`src/rtl/mac_accumulator.sv`:
```
// Accumulate stage: sums LEN signed products with saturation and hands
// each finished result downstream over a valid/ready handshake.
module mac_accumulator #(
    parameter int IN_WIDTH  = 16,
    parameter int ACC_WIDTH = 24,
    parameter int LEN       = 8
) (
    input  logic                 clk,
    input  logic                 rst,
    input  logic                 clear,
    input  logic                 in_valid,
    output logic                 in_ready,
    input  logic [IN_WIDTH-1:0]  in_data,
    output logic                 out_valid,
    input  logic                 out_ready,
    output logic [ACC_WIDTH-1:0] out_data,
    output logic                 out_overflow
);

    localparam int CW  = $clog2(LEN) + 1;
    localparam int EXT = ACC_WIDTH + 1 - IN_WIDTH;

    typedef enum logic {
        ACCUM = 1'b0,
        HOLD  = 1'b1
    } state_t;

    state_t               state_q, state_d;
    logic [ACC_WIDTH-1:0] acc_q, acc_d;
    logic [CW-1:0]        cnt_q, cnt_d;
    logic                 ovf_q, ovf_d;
    logic [ACC_WIDTH-1:0] out_data_q, out_data_d;
    logic                 out_ovf_q, out_ovf_d;

    logic [ACC_WIDTH:0]   sum;
    logic [ACC_WIDTH-1:0] sat;
    logic                 clamp;
    logic                 accept;
    logic                 last;

    assign in_ready     = (state_q == ACCUM);
    assign out_valid    = (state_q == HOLD);
    assign out_data     = out_data_q;
    assign out_overflow = out_ovf_q;

    assign accept = in_valid & in_ready;
    assign last   = (cnt_q == CW'(LEN - 1));

    // One guard bit: the top two sum bits disagree exactly on overflow.
    always_comb begin
        sum   = {{EXT{in_data[IN_WIDTH-1]}}, in_data}
              + {acc_q[ACC_WIDTH-1], acc_q};
        sat   = sum[ACC_WIDTH-1:0];
        clamp = 1'b0;
        if (sum[ACC_WIDTH] != sum[ACC_WIDTH-1]) begin
            clamp = 1'b1;
            sat   = {sum[ACC_WIDTH], {(ACC_WIDTH-1){~sum[ACC_WIDTH]}}};
        end
    end

    always_comb begin
        state_d    = state_q;
        acc_d      = acc_q;
        cnt_d      = cnt_q;
        ovf_d      = ovf_q;
        out_data_d = out_data_q;
        out_ovf_d  = out_ovf_q;
        if (clear) begin
            state_d = ACCUM;
            acc_d   = '0;
            cnt_d   = '0;
            ovf_d   = 1'b0;
        end else begin
            unique case (state_q)
                ACCUM: begin
                    if (accept) begin
                        if (last) begin
                            out_data_d = sat;
                            out_ovf_d  = ovf_q | clamp;
                            state_d    = HOLD;
                        end else begin
                            acc_d = sat;
                            cnt_d = cnt_q + CW'(1);
                            ovf_d = ovf_q | clamp;
                        end
                    end
                end
                HOLD: begin
                    if (out_ready) begin
                        state_d = ACCUM;
                        acc_d   = '0;
                        cnt_d   = '0;
                        ovf_d   = 1'b0;
                    end
                end
                default: state_d = ACCUM;
            endcase
        end
    end

    always_ff @(posedge clk) begin
        if (rst) begin
            state_q    <= ACCUM;
            acc_q      <= '0;
            cnt_q      <= '0;
            ovf_q      <= 1'b0;
            out_data_q <= '0;
            out_ovf_q  <= 1'b0;
        end else begin
            state_q    <= state_d;
            acc_q      <= acc_d;
            cnt_q      <= cnt_d;
            ovf_q      <= ovf_d;
            out_data_q <= out_data_d;
            out_ovf_q  <= out_ovf_d;
        end
    end

endmodule

```
`config.mk`:
```
export PLATFORM = sky130hd
export DESIGN_NAME = mac_accumulator
export DESIGN_NICKNAME = d
export VERILOG_FILES = /design/src/rtl/mac_accumulator.sv
export SDC_FILE = /design/constraint.sdc
export NUM_CORES = 1
export LEC_CHECK = 0
export ABC_AREA = 1
export CORE_AREA = 2 2 117 119
export DETAILED_ROUTE_END_ITERATION = 8
export DIE_AREA = 0 0 119 121
export DONT_BUFFER_PORTS = 1
export PLACE_DENSITY_LB_ADDON = 0.08
export SETUP_SLACK_MARGIN = 0.5
export SYNTH_ARGS = -nofsm -noshare
export SYNTH_HDL_FRONTEND = slang
export SYNTH_SLANG_ARGS = --single-unit
export TNS_END_PERCENT = 5
```
`constraint.sdc`:
```
create_clock -name clk -period 3.1 [get_ports clk]
set_input_delay 0.62 -clock clk [delete_from_list [all_inputs] [get_ports clk]]
set_output_delay 0.62 -clock clk [all_outputs]
set_load 0.02 [all_outputs]
```
Word level (Yosys, flattened, before mapping)
Index checks and enable logic that the tools add are counted.
{"block": "classes", "n_mux": 18, "reduce_logical": 3, "eq_ne": 5, "add_sub_neg": 2, "n_bitwise": 5}
{"operator": "$mux W24", "count": 4}
{"operator": "$pmux W24 S2", "count": 1}
{"operator": "$add A16 B24 Y25", "count": 1}
{"operator": "$mux W4", "count": 3}
{"operator": "$pmux W4 S2", "count": 1}
{"operator": "$mux W1", "count": 7}
{"operator": "$add A4 B1 Y4 const B", "count": 1}
{"operator": "$eq A4 B3 Y1 const B", "count": 1}
{"operator": "$ne A2 B2 Y1 const B", "count": 2}
{"operator": "$pmux W1 S2", "count": 2}
{"operator": "$reduce_and A4 Y1", "count": 1}
{"operator": "$not A1 Y1", "count": 3}
{"operator": "$reduce_and A3 Y1", "count": 1}
{"operator": "$ne A2 B1 Y1 const B", "count": 1}
{"operator": "$reduce_or A2 Y1", "count": 1}
{"operator": "$and A1 B1 Y1", "count": 1}
{"operator": "$ne A1 B1 Y1", "count": 1}
{"operator": "$or A1 B1 Y1", "count": 1}
{"block": "word_totals", "in_bits": 21, "wordCells": 39, "output_inout_bits": 27, "ff_bits": 55}

Longest topological paths before layout
{"block": "logic_depth", "word_depth": 7, "mapped_depth": 18, "ltp_nobuf": 17}

Worst setup path before layout
OpenSTA, ideal clock, no wires.
{"block": "synth_path", "kind": "input to register", "from": "input in_data[0]", "to": "register out_data_q[13], in the netlist out_data[13]", "setup_ns": 0.114, "stages": 18, "t_required_ns": 2.986, "n_path_buf": 1, "arrival_ns": 2.410, "path_slack_ns": 0.577, "path_cell_list": "ha_1 > inv_1 > fa_1 > inv_1 > nand2_1 > nand2_1 > nand3_1 > nand2_2 > nand2_1 > nand3_1 > nand2_1 > nand2_2 > nand2_4 > buf_8 > nand2_1 > nand2_1 > o21bai_1 > inv_1"}
{"block": "synth_via", "elab_chain_cells": 3, "word_cells_on_any_way": 4, "cone_classes": "1 x add/sub; 1 x eq/ne; 1 x mux; 1 x bitwise"}
{"item": "start: declaration", "line_no": "13", "rtl": "input logic [IN_WIDTH-1:0] in_data,"}
{"item": "$add A16 B24 Y25 *", "line_no": "52", "rtl": "+ {acc_q[ACC_WIDTH-1], acc_q};"}
{"item": "$ne A1 B1 Y1 / $not A1 Y1 (equally long branches)", "line_no": "55, 57"}
{"item": "$mux W24 *", "line_no": "55", "rtl": "if (sum[ACC_WIDTH] != sum[ACC_WIDTH-1]) begin"}
{"item": "end signal: assignment", "line_no": "114", "rtl": "out_data_q <= out_data_d;"}
{"item": "end: declaration", "line_no": "32", "rtl": "logic [ACC_WIDTH-1:0] out_data_q, out_data_d;"}
Every way passes the cells marked *; elsewhere a longest branch is shown, timed or not.
A chain may end at the register's enable or synchronous reset.

Worst setup path in the final report
{"block": "layout_path", "from": "input in_data[15]", "to": "register out_data_q[15], in the netlist out_data[15]"}
Same word-level chain as after synthesis.

==> summary.md <==
| Metric | Value |
|---|---|
| Delay-heaviest family, CP | `simple AND/OR/NAND/NOR gates` |
| Number of global-route vias before repair | `3,536` |
| Post-layout net count | `660` |
| Detailed Place HPWL | `9.68 mm` |
| Seq cells post-synth | `55` |
| Clock Latency Late Sink | `0.29 ns` |
| Synthesized area per cell | `6.37 µm²` |
| Hold Slack | `0.477 ns` |
| Startpoint types | `input pin` |
| Slowest-stage cell, CP | `ha_1` |
| CP Cell Sequence | `ha_1 > a21oi_1 > nand2_1 > a21oi_1 > nand4_1 > nand2_2 > nand2_8 > nand2_1 > nand2_1 > o21bai_1 > inv_1` |
| Slew HR | `53.7%` |
| Setup TNS | `0 ns` |
| Max-slew violation count | `0` |
| Iter 0 DRT Violations | `165` |
| Die ar. | `14,400 µm²` |
| Core area | `13,100 µm²` |
| WHS Path Cells | `2` |
| Antenna Cells | `0` |
| Global-route wire length before repair | `19.2 mm` |
| Synthesized instance count | `605` |
| RR Endpoint | `out_data[15]` |
| Row count | `42` |
| # fillers | `1,433` |
| Vias per inst | `4.76` |
| Gr usage total | `17.2%` |
| # hold bufs at CTS | `0` |
| Largest net degree at the start of global routing | `28` |
| CP most frequent cell | `nand2_1` |
| CTS clk-pin slew, worst paths | `0.07 ns` |
| DRC | `0` |
| Required time worst endpoint | `3.29 ns` |
| PwrDens | `432 nW/µm²` |
| Setup Slack @ Placement | `0.175 ns` |
| Mapped Area | `3850 µm²` |
| Slew at the pin with the worst max-slew slack | `0.694 ns` |
| TritonCTS clock tree | `built` |
| Hold Violations, Final | `0` |
| Crit path buf inv count | `1` |
| Via count | `3,758` |
| Clk sink count | `55` |
| Crit path time final | `2.44 ns` |
| Overflow after GRT | `0` |
| Number of synthesized flops with an enable pin | `0` |
| Starting Density | `29.4%` |
| GPL Wtd Cong | `0.875` |
| Port Buf Inserts | `0` |
| YS warnings | `0` |
| Peak supply drop | `0.219 mV` |
| Crit Path Max Fanout | `12` |
| Detail Route Antenna Nets | `0` |
| Synth async-reset ratio | `0%` |
| Root Buffer | `clkbuf_16` |
| Reg2Reg Depth | `11` |
| Fmax achieved | `0.410 GHz` |
| Max_cap viols | `0` |
| Hold endpoint | `acc_q[23]` |
| Total Wirelength | `12.6 mm` |
| Max stage delay on crit path | `0.36 ns` |
| Synthesized Nets | `652` |
| H-Tree Depth | `2` |
| RSZ-0062 raised after global routing | `true` |
| Area growth syn-to-layout | `13.1%` |
| Post-Route Skew | `0.00484 ns` |
| Initial antenna violation count | `0` |
| Endpoint class of the critical path | `flop` |
| Pre-antenna DRT Iters | `4` |
| Primary FF master, synth | `dfxtp_1` |
| Worst setup margin | `0.663 ns` |
| Status | `complete, no violations` |
| CTS Buf Count | `5` |
| Height of the die | `121 µm` |
| Sequential fraction of the synthesis area | `28.6%` |
| Critical R2R Launch | `acc_q[18]` |
| Kind of critical path | `in -> reg` |
| Distinct cell type count after synthesis | `32` |
| Layout cells sized above 1 | `6.53%` |
| Clk buf depth | `2` |
| Wire per inst | `15.9 µm` |
| Final setup viols | `0` |
| HP Start | `acc_q[23]` |
| Num ports | `48` |
| Hold Crit Class | `reg -> reg` |
| CP Data Arrival Time | `2.63 ns` |
| Tcrit/Tclk final | `78.6%` |
| Leak | `2.15 nW` |
| Reg2reg setup slack | `0.67 ns` |
| Die Wd | `119 µm` |
==> logic make-up after synthesis <==
kind of cell / share of synthesized area, %
AND/OR/NAND/NOR: 32.0
AO/OA/AOI/OAI: 17.1
buffers and inverters: 10.3
flip-flops: 28.6
adder cells (fa/ha/maj): 8.64
XOR/XNOR: 3.41
==> placed cells by master (no fill, tap or decap), types with 2 or more instances in the layout <==
cell type,count
nand2_1,200
inv_1,74
dfxtp_1,54
a21oi_1,49
nor2_1,41
o21ai_0,34
o21bai_1,25
ha_1,24
nand3_1,20
nand4_1,13
buf_4,13
xnor2_1,8
nor3_1,7
xor2_1,7
a31oi_1,6
clkbuf_16,6
nand2_2,4
clkinv_1,3
clkinvlp_4,2
or2_1,2
nand2_8,2
==> worst max path at each step <==
stage	start	endpoint	slack, ns	depth (start not counted)
finish	in_data[15]	out_data[15]	0.66	11
CTS	cnt_q[0]	out_data[23]	0.50	10
floorplan	in_data[0]	out_data[13]	0.58	18
detailed placement	in_data[0]	acc_q[17]	0.17	16
global placement	in_data[0]	acc_q[18]	0.27	16
global route	acc_q[17]	out_data[19]	0.44	14
==> power breakdown <==
part	internal (mW)	switching (mW)	leakage, nW	total, mW
combinational	0.175	0.338	1.63	0.513
sequential	0.726	0.0152	0.446	0.741
clock	0.378	0.252	0.0769	0.629
total	1.28	0.605	2.15	1.88
==> final cells by class <==
type | instances | area [µm²] | share of cell area [%]
clock buffers | 6 | 129 | 2.96
clock inverters | 1 | 30.0 | 0.689
inverters | 79 | 300 | 6.89
multi-input cells | 455 | 2420 | 55.5
flip-flops and latches | 55 | 1100 | 25.3
well taps | 176 | 220 | 5.05
repair buffers | 16 | 149 | 3.42
repair inverters | 1 | 7.51 | 0.172
==> stage by stage <==
step / area, µm² / instances / util (%) / power (mW)
6_report: 4360 / 789 / 33.3 / 1.88
4_1_cts: 4220 / 781 / 32.2 / 1.87
3_3_place_gp: 4050 / 774 / 31.0 / 1.23
3_5_place_dp: 4050 / 774 / 31.0 / 1.23
5_1_grt: 4360 / 789 / 33.3 / 2.00
2_1_floorplan: 3850 / 605 / - / 1.10
==> routing by layer <==
metal	global-route usage, %	up-vias	part of all wire, %
met5	0	-	0
met4	4.17	0	1.3
met3	3.01	9	4.6
met2	26.0	61	44
met1	25.2	1722	50
li1	-	1966	-
==> worst min-delay path, stage by stage (launching register included) <==
cell	delay (ns)
dfxtp_1	0.31
nand2_1	0.06
a21oi_1	0.06
==> cell usage after synthesis (2+ instances only) <==
cell | count | area [µm²]
dfxtp_1 | 55 | 1100
nand3_1 | 20 | 100
nand4_1 | 13 | 81.3
nor2_1 | 42 | 158
xnor2_1 | 8 | 70.1
ha_1 | 25 | 313
clkbuf_1 | 10 | 37.5
nand2_1 | 202 | 758
buf_4 | 4 | 30.0
xor2_1 | 7 | 61.3
nor3_1 | 7 | 35.0
inv_1 | 76 | 285
o21ai_0 | 34 | 170
a31oi_1 | 6 | 37.5
a21oi_1 | 50 | 250
o21bai_1 | 25 | 188
or2_1 | 2 | 12.5
clkinv_1 | 3 | 11.3
nand2_2 | 3 | 18.8
==> state kept, by name (all words and copies together) (netlist names) <==
name / count
out_valid: 1
out_data: 24
out_overflow: 1
cnt_q: 4
ovf_q: 1
acc_q: 24
==> what timing repair did <==
action / 4_1_cts / 5_1_grt
setup buffers: 0 / 5
endpoints found under the hold margin: 0 / 0
gates resized for setup: 1 / 15
pin swaps: 0 / 4
endpoints found under the setup margin: 8 / 49
cloned: 0 / 3
Note: power is estimated with default switching activity, not from simulation.
